==> src/rtl/dff_bank_rr_sched.sv <==
// Round-robin toggle scheduler over a bank of N single-bit registers.
// One toggle is granted per clock; a parallel load overrides scheduling.
module dff_bank_rr_sched #(
   parameter int N = 4,
   parameter logic [N-1:0] INIT = N'(4'b0010),
   parameter int CW = 8,
   localparam int PW = (N > 2) ? $clog2(N) : 1
) (
   input  logic          clk,
   input  logic          rst,
   input  logic [N-1:0]  req,
   input  logic          load_en,
   input  logic [N-1:0]  load_data,
   output logic [N-1:0]  gnt,
   output logic [N-1:0]  q,
   output logic [N-1:0]  q_inv,
   output logic [PW-1:0] ptr,
   output logic [CW-1:0] toggle_cnt
);

   localparam logic [PW:0] L_N = (PW+1)'(N);
   localparam logic [PW-1:0] L_LAST = PW'(N-1);

   logic [N-1:0]   r_q;
   logic [N-1:0]   r_gnt;
   logic [PW-1:0]  r_ptr;
   logic [CW-1:0]  r_cnt;

   logic [2*N-1:0] w_dbl;
   logic [N-1:0]   w_rot;
   logic [PW-1:0]  w_off;
   logic [PW:0]    w_sum;
   logic [PW-1:0]  w_win;
   logic [PW-1:0]  w_ptr_nxt;
   logic [N-1:0]   w_onehot;
   logic           w_any;

   // Rotate requests so bit 0 is the current priority holder.
   assign w_dbl = {req, req};
   assign w_rot = N'(w_dbl >> r_ptr);
   assign w_any = |req;

   always_comb begin
      w_off = '0;
      for (int j = N-1; j >= 0; j--) begin
         if (w_rot[j]) w_off = PW'(j);
      end
   end

   assign w_sum     = {1'b0, r_ptr} + {1'b0, w_off};
   assign w_win     = (w_sum >= L_N) ? PW'(w_sum - L_N) : w_sum[PW-1:0];
   assign w_ptr_nxt = (w_win == L_LAST) ? '0 : w_win + PW'(1);
   assign w_onehot  = {{(N-1){1'b0}}, 1'b1} << w_win;

   always_ff @(posedge clk or posedge rst) begin
      if (rst) begin
         r_q   <= INIT;
         r_gnt <= '0;
         r_ptr <= '0;
         r_cnt <= '0;
      end else if (load_en) begin
         r_q   <= load_data;
         r_gnt <= '0;
      end else if (w_any) begin
         r_q   <= r_q ^ w_onehot;
         r_gnt <= w_onehot;
         r_ptr <= w_ptr_nxt;
         r_cnt <= r_cnt + CW'(1);
      end else begin
         r_gnt <= '0;
      end
   end

   assign gnt        = r_gnt;
   assign q          = r_q;
   assign q_inv      = ~r_q;
   assign ptr        = r_ptr;
   assign toggle_cnt = r_cnt;

endmodule

==> config.mk <==
export PLATFORM = sky130hd
export DESIGN_NAME = dff_bank_rr_sched
export DESIGN_NICKNAME = d
export VERILOG_FILES = /design/src/rtl/dff_bank_rr_sched.sv
export SDC_FILE = /design/constraint.sdc
export NUM_CORES = 1
export LEC_CHECK = 0
export ABC_AREA = 1
export BUFFER_PORTS_ARGS = -buffer_cell sky130_fd_sc_hd__buf_4
export CAP_MARGIN = 15
export CORE_ASPECT_RATIO = 0.75
export CORE_MARGIN = 2
export CORE_UTILIZATION = 54
export CTS_BUF_LIST = sky130_fd_sc_hd__clkbuf_16
export CTS_CLUSTER_DIAMETER = 200
export CTS_CLUSTER_SIZE = 8
export DETAILED_ROUTE_END_ITERATION = 7
export PLACE_DENSITY = 0.83
export SLEW_MARGIN = 30
export SYNTH_ARGS = -nofsm -noshare
export SYNTH_HDL_FRONTEND = slang
export SYNTH_SLANG_ARGS = --single-unit
==> constraint.sdc <==
create_clock -name clk -period 3.2 [get_ports clk]
set_input_delay 0.16 -clock clk [delete_from_list [all_inputs] [get_ports clk]]
set_output_delay 0.16 -clock clk [all_outputs]
set_load 0.05 [all_outputs]
==> results of run 1 <==
## worst paths after layout
kind / from / end / slack, ns / cells past startpoint
max: ptr[0]$_DFFE_PP0P_ / q[0]$_DFFE_PP0P_ / 0.88 / 17
min: rst / toggle_cnt[2]$_DFFE_PP0P_ / 0.02 / 2
max reg2reg: ptr[0]$_DFFE_PP0P_ / q[0]$_DFFE_PP0P_ / 0.88 / 17
min reg2reg: toggle_cnt[2]$_DFFE_PP0P_ / toggle_cnt[2]$_DFFE_PP0P_ / 0.54 / 1
max in group asynchronous: rst / ptr[0]$_DFFE_PP0P_ / 2.74 / 2
min in group clk: load_data[2] / q[2]$_DFFE_PP0P_ / 0.12 / 3
## worst max-delay path, stage by stage (launching register included)
cell	delay [ns]
dfrtp_1	0.48
inv_2	0.09
nand2_1	0.10
nand3_1	0.07
nand2_1	0.10
nand3_1	0.06
a21boi_0	0.17
ha_1	0.19
xor2_1	0.18
inv_1	0.05
nand3_1	0.09
nand2_2	0.08
inv_2	0.07
ha_1	0.18
inv_1	0.05
nor2_1	0.14
o21ai_1	0.08
nand2_1	0.07
## routing by layer
metal / track usage [%] / vias up / share of wire [%]
met2: 37.14 / 50 / 50
li1: - / 490 / -
met3: 7.317 / 2 / 7.6
met4: 6.829 / 0 / 0.62
met1: 27.17 / 447 / 42
met5: 0 / - / 0
## metrics by stage
step                instance area (sq um)  utilization [%]
floorplan                            1076                -
global placement                     1333            73.80
detailed placement                   1333            73.80
CTS                                  1411            78.17
global route                         1411            78.17
finish                               1411            78.17
## cell type report
class | count | area [sq um]
Sequential cell | 18 | 451.7
Multi-Input combinational cell | 93 | 524.3
Timing Repair Buffer | 32 | 240.2
Inverter | 22 | 88.84
Fill cell | 129 | 394.1
Clock buffer | 3 | 75.07
Tap cell | 22 | 27.53
Clock inverter | 1 | 3.754
## cells in the mapped netlist
library cell	number	area, sq um
a31oi_1	4	25.02
inv_2	3	11.26
dfstp_2	1	26.28
nor2_2	2	12.51
nand4_1	2	12.51
a21boi_0	1	7.510
nand2_1	38	142.6
nand2_2	3	18.77
buf_6	1	11.26
ha_1	6	75.07
o21ai_1	4	20.02
nor2_1	6	22.52
dfrtp_1	17	425.4
inv_6	1	8.760
nor3_1	1	5.000
o21ai_0	3	15.01
inv_1	17	63.81
clkinv_2	1	5.000
nor3_4	1	16.27
xor2_1	5	43.79
xnor2_1	1	8.760
nand3_1	13	65.06
nand2_4	3	33.78
## cell families (layout without fill, tap and decap cells)
kind of cell             Yosys count  after routing  share of synthesized area, %
AO/OA/AOI/OAI                     12             12                         6.279
XOR/XNOR                           6              6                         4.884
adder cells (fa/ha/maj)            6              6                         6.977
buffers and inverters             23             58                         9.302
flip-flops                        18             18                         41.98
AND/OR/NAND/NOR                   69             69                         30.58
## registers in the layout (all words and copies together) (netlist names)
| register | count |
|---|---|
| q | 4 |
| toggle_cnt | 8 |
| gnt | 4 |
| ptr | 2 |
## cells in the final DEF, fill, tap and decap left out
master and instances:
dfrtp_1 17, nand4_1 2, inv_2 3, nand2_1 38
o21ai_0 3, nor2_1 6, o21ai_1 4, nand3_1 13
nor2_2 2, xor2_1 5, xnor2_1 1, a21boi_0 1
dfstp_2 1, nand2_2 3, buf_4 32, nor3_1 1
clkinv_2 1, nor3_4 1, nand2_4 3, clkbuf_16 3
a31oi_1 4, ha_1 6, inv_1 18, inv_6 1
==> flow_summary.ini, run 1 <==
[status]
status = complete, no violations

[sta]
fin_tns_setup_ns = 0
rsz0062_at_grt = false
worstMarginPinSlew_ns = 0.6865
fin_crit_sh_pct = 72.57
setup_slack_ns = 0.8777
fmax_mhz = 430.6
skew_ns = 0.001331
max-slew-margin-rel_pct = 54.18
hold_viol_final = 0
drv_slew = 0
period_minus_slack_ns = 2.322
finalSetupViolCount = 0
holdWs_ns = 0.02308

[cts]
cts-buffers-inserted = 3
postCtsSetupBuffers = 0
worstSkewPairLatency_ns = 0.24
clock_sinks = 18
cts_tree = built
cts_buffer_depth = 2
hold_buffers = 0
cts_resized = 0
root_buffer = clkbuf_16
htree_levels = 1
clk_pin_slew_ns = 0.05

[run]
max-cap-violations = 0

[placed_design]
place_congestion = 0.9150
pre_cts_slack_ns = 0.9272
dp_hpwl_mm = 1.779
io_buffers = 32
placedCellCount = 187

[synth]
yosys_register_bits = 18
synth.avg_cell_area_sq_um = 8.030
yosysWarnings = 0
synth_nets = 151
synthDistinctLibCells = 23
syn_area_sq_um = 1076
synth.yosys.seq_area_share_pct = 41.98
synth_cells = 134

[cells_and_area]
area_growth_pct = 31.16
antenna_cells = 0
drive_gt1_share_pct = 29.59
fin_cells = 191
nets = 187

[setup_path]
arrival_ns = 2.51
end_kind = flop
required_ns = 3.38
critPathLaunchType = flop
critPathKind = reg2reg
worstPathMaxFanout = 7

[grt]
grt_usage_pct = 22.13
overflow = 0
grt_pass1_wl_mm = 4.036
grt_start_max_net_pins = 19
grt_pass1_vias = 901
antenna_found_initial = 0

[routing]
drt_iter0_drc = 43
route.detailed.drc = 0
dr.pass1.iters = 4
routedWlPerCell_microns = 12.61
avgViaCountPerCell = 5.178
routed_wl_mm = 2.408
vias = 989
ant_nets = 0

[floorplan]
initial_core_util_pct = 59.60
coreArea_sq_um = 1805
die-area_sq_um = 2370
fp.dieH_microns = 42.66
die_w_microns = 55.55
io_pins = 33
placementRows = 13

[min_path]
worstHoldPathType = in2async
Power of run 1 is not shown: default switching activity piles up to over one toggle a cycle in this logic, so the estimate is an artifact.
==> run 2, diff against run 1 <==
--- a/config.mk
+++ b/config.mk
@@ -10,12 +10,12 @@
 export CAP_MARGIN = 15
 export CORE_ASPECT_RATIO = 0.75
 export CORE_MARGIN = 2
-export CORE_UTILIZATION = 54
+export CORE_UTILIZATION = 50
 export CTS_BUF_LIST = sky130_fd_sc_hd__clkbuf_16
 export CTS_CLUSTER_DIAMETER = 200
 export CTS_CLUSTER_SIZE = 8
 export DETAILED_ROUTE_END_ITERATION = 7
-export PLACE_DENSITY = 0.83
+export PLACE_DENSITY = 0.78
 export SLEW_MARGIN = 30
 export SYNTH_ARGS = -nofsm -noshare
 export SYNTH_HDL_FRONTEND = slang
==> constraint.sdc (replaced) <==
create_clock -name clk -period 2.3 [get_ports clk]
set_input_delay 0.115 -clock clk [delete_from_list [all_inputs] [get_ports clk]]
set_output_delay 0.115 -clock clk [all_outputs]
set_load 0.05 [all_outputs]
==> run 2 against run 1 <==
The flow now finishes with violations (hold timing, setup timing). Maximum frequency increased by 0.30%. Cell count increased by 2.1%. Sequential cell count unchanged. Count of clock-buffer cells in the layout unchanged. Die area increased by 7.3%. Global-route usage decreased by 1.5 points. Non-clock buffer count increased by 2. Hold slack got worse by 0.045 ns.
==> flow_summary.ini, run 2 (same netlist as run 1, synthesis figures left out) <==
[sta]
hold_viol_final = 17
max-slew-margin-rel_pct = 54.06
fin_crit_sh_pct = 100.7
drv_slew = 0
skew_ns = 0.0004626
setup_slack_ns = -0.01536
worstMarginPinSlew_ns = 0.6883
finalSetupViolCount = 1
fin_tns_setup_ns = -0.01536
fmax_mhz = 431.9
period_minus_slack_ns = 2.315
holdWs_ns = -0.02183
rsz0062_at_grt = true

[cts]
root_buffer = clkbuf_16
cts_buffer_depth = 2
worstSkewPairLatency_ns = 0.25
clk_pin_slew_ns = 0.05
hold_buffers = 0
clock_sinks = 18
cts_tree = built
htree_levels = 1
cts-buffers-inserted = 3

[floorplan]
placementRows = 14
io_pins = 33
initial_core_util_pct = 53.42
die_w_microns = 57.57
fp.dieH_microns = 44.18
coreArea_sq_um = 2014
die-area_sq_um = 2543

[routing]
vias = 1027
drt_iter0_drc = 35
ant_nets = 0
avgViaCountPerCell = 5.267
dr.pass1.iters = 4
routed_wl_mm = 2.658
route.detailed.drc = 0
routedWlPerCell_microns = 13.63

[run]
max-cap-violations = 0

[grt]
grt_pass1_wl_mm = 3.939
grt_usage_pct = 20.58
antenna_found_initial = 0
grt_pass1_vias = 966
grt_start_max_net_pins = 19
overflow = 0

[setup_path]
critPathSlowestCell = dfrtp_2
r2r_start = ptr[1]$_DFFE_PP0P_
rrSetupSlack_ns = -0.02
required_ns = 2.43
end_kind = flop
path_cells = inv_2 -> nand3_1 -> nand2_1 -> nand3_1 -> a21boi_1 -> ha_2 -> xor2_2 -> inv_1 -> nand3_1 -> nand2_2 -> ha_4 -> inv_2 -> nor2_1 -> o21ai_1 -> nand2_1
critPathKind = reg2reg
cpMostUsedCell = nand3_1
slowest_delay_ns = 0.45
critPathLaunchType = flop
worstPathMaxFanout = 6
crit_start = ptr[1]$_DFFE_PP0P_
arrival_ns = 2.44

[placed_design]
pre_cts_slack_ns = 0.06523
dp_hpwl_mm = 1.743
io_buffers = 32
place_congestion = 0.8198

[cells_and_area]
area_growth_pct = 37.21
antenna_cells = 0
final_cell_mix = 35 x nand2_1, 34 x buf_4, 17 x inv_1
mostFrequentLayoutCell = nand2_1
fin_util_pct = 73.29
nets = 189
drive_gt1_share_pct = 38.01
largest_register_ffs = 8
fillerInstances = 147

[min_path]
worstHoldPathType = in2async

[status]
status = complete, but fails checks
violations = hold timing, setup timing
-- run 2: changes by cell type in the layout (fill, tap and decap cells not counted), moves of 2 or more --
cell / before / now
buf_4: 32 / 34
dfrtp_1: 17 / 15
dfrtp_2: 0 / 2
ha_1: 6 / 3
ha_2: 0 / 2
nand2_1: 38 / 35
nand2_2: 3 / 6
nor2_1: 6 / 4
nor2_2: 2 / 4
-- run 2: worst max-delay path, delay by kind of cell, from the launching register on --
family	cells	cell delay [ns]
simple gates	7	0.65
flops	1	0.45
fa+ha+maj	2	0.39
compound gates	2	0.32
buf+inv	3	0.21
xor+xnor	1	0.15
-- run 2: cell type report --
| class | instances | area (sq um) | share of cell area (%) |
|---|---|---|---|
| Clock buffer | 3 | 75.07 | 5.085 |
| Multi-Input combinational cell | 93 | 566.8 | 38.39 |
| Sequential cell | 18 | 454.2 | 30.76 |
| Tap cell | 24 | 30.03 | 2.034 |
| Inverter | 22 | 91.34 | 6.186 |
| Clock inverter | 1 | 3.754 | 0.2542 |
| Timing Repair Buffer | 34 | 255.2 | 17.29 |
-- run 2: path summary, 6_finish.rpt --
path	endpoint	cells past startpoint
max reg2reg	q[3]$_DFFE_PP0P_	15
min reg2reg	toggle_cnt[6]$_DFFE_PP0P_	2
max	q[3]$_DFFE_PP0P_	15
min	gnt[1]$_DFF_PP0_	2
min in group clk	q[0]$_DFFE_PP0P_	3
max in group asynchronous	ptr[1]$_DFFE_PP0P_	2
-- run 2: metal layers --
| layer | vias to the layer above | wire [microns] | track usage [%] |
|---|---|---|---|
| met5 | - | 0 | 0 |
| met4 | 0 | 46 | 5.581 |
| met3 | 6 | 195 | 5.848 |
| met2 | 45 | 1395 | 38.41 |
| met1 | 480 | 1020 | 23.23 |
| li1 | 496 | - | - |
-- run 2: stage by stage --
| stage | cells | area (sq um) |
|---|---|---|
| 6_report | 195 | 1476 |
| 5_1_grt | 195 | 1476 |
| 4_1_cts | 193 | 1415 |
| 3_5_place_dp | 189 | 1336 |
| 3_3_place_gp | 189 | 1336 |
| 2_1_floorplan | 134 | 1077 |
-- run 2: timing repair --
| action | in CTS | in global routing |
|---|---|---|
| gates resized for setup | 0 | 15 |
| setup endpoints to repair | 0 | 8 |
| hold endpoints to repair | 0 | 0 |
| buffers inserted | 0 | 2 |
Power of run 2 is left out for the same reason.
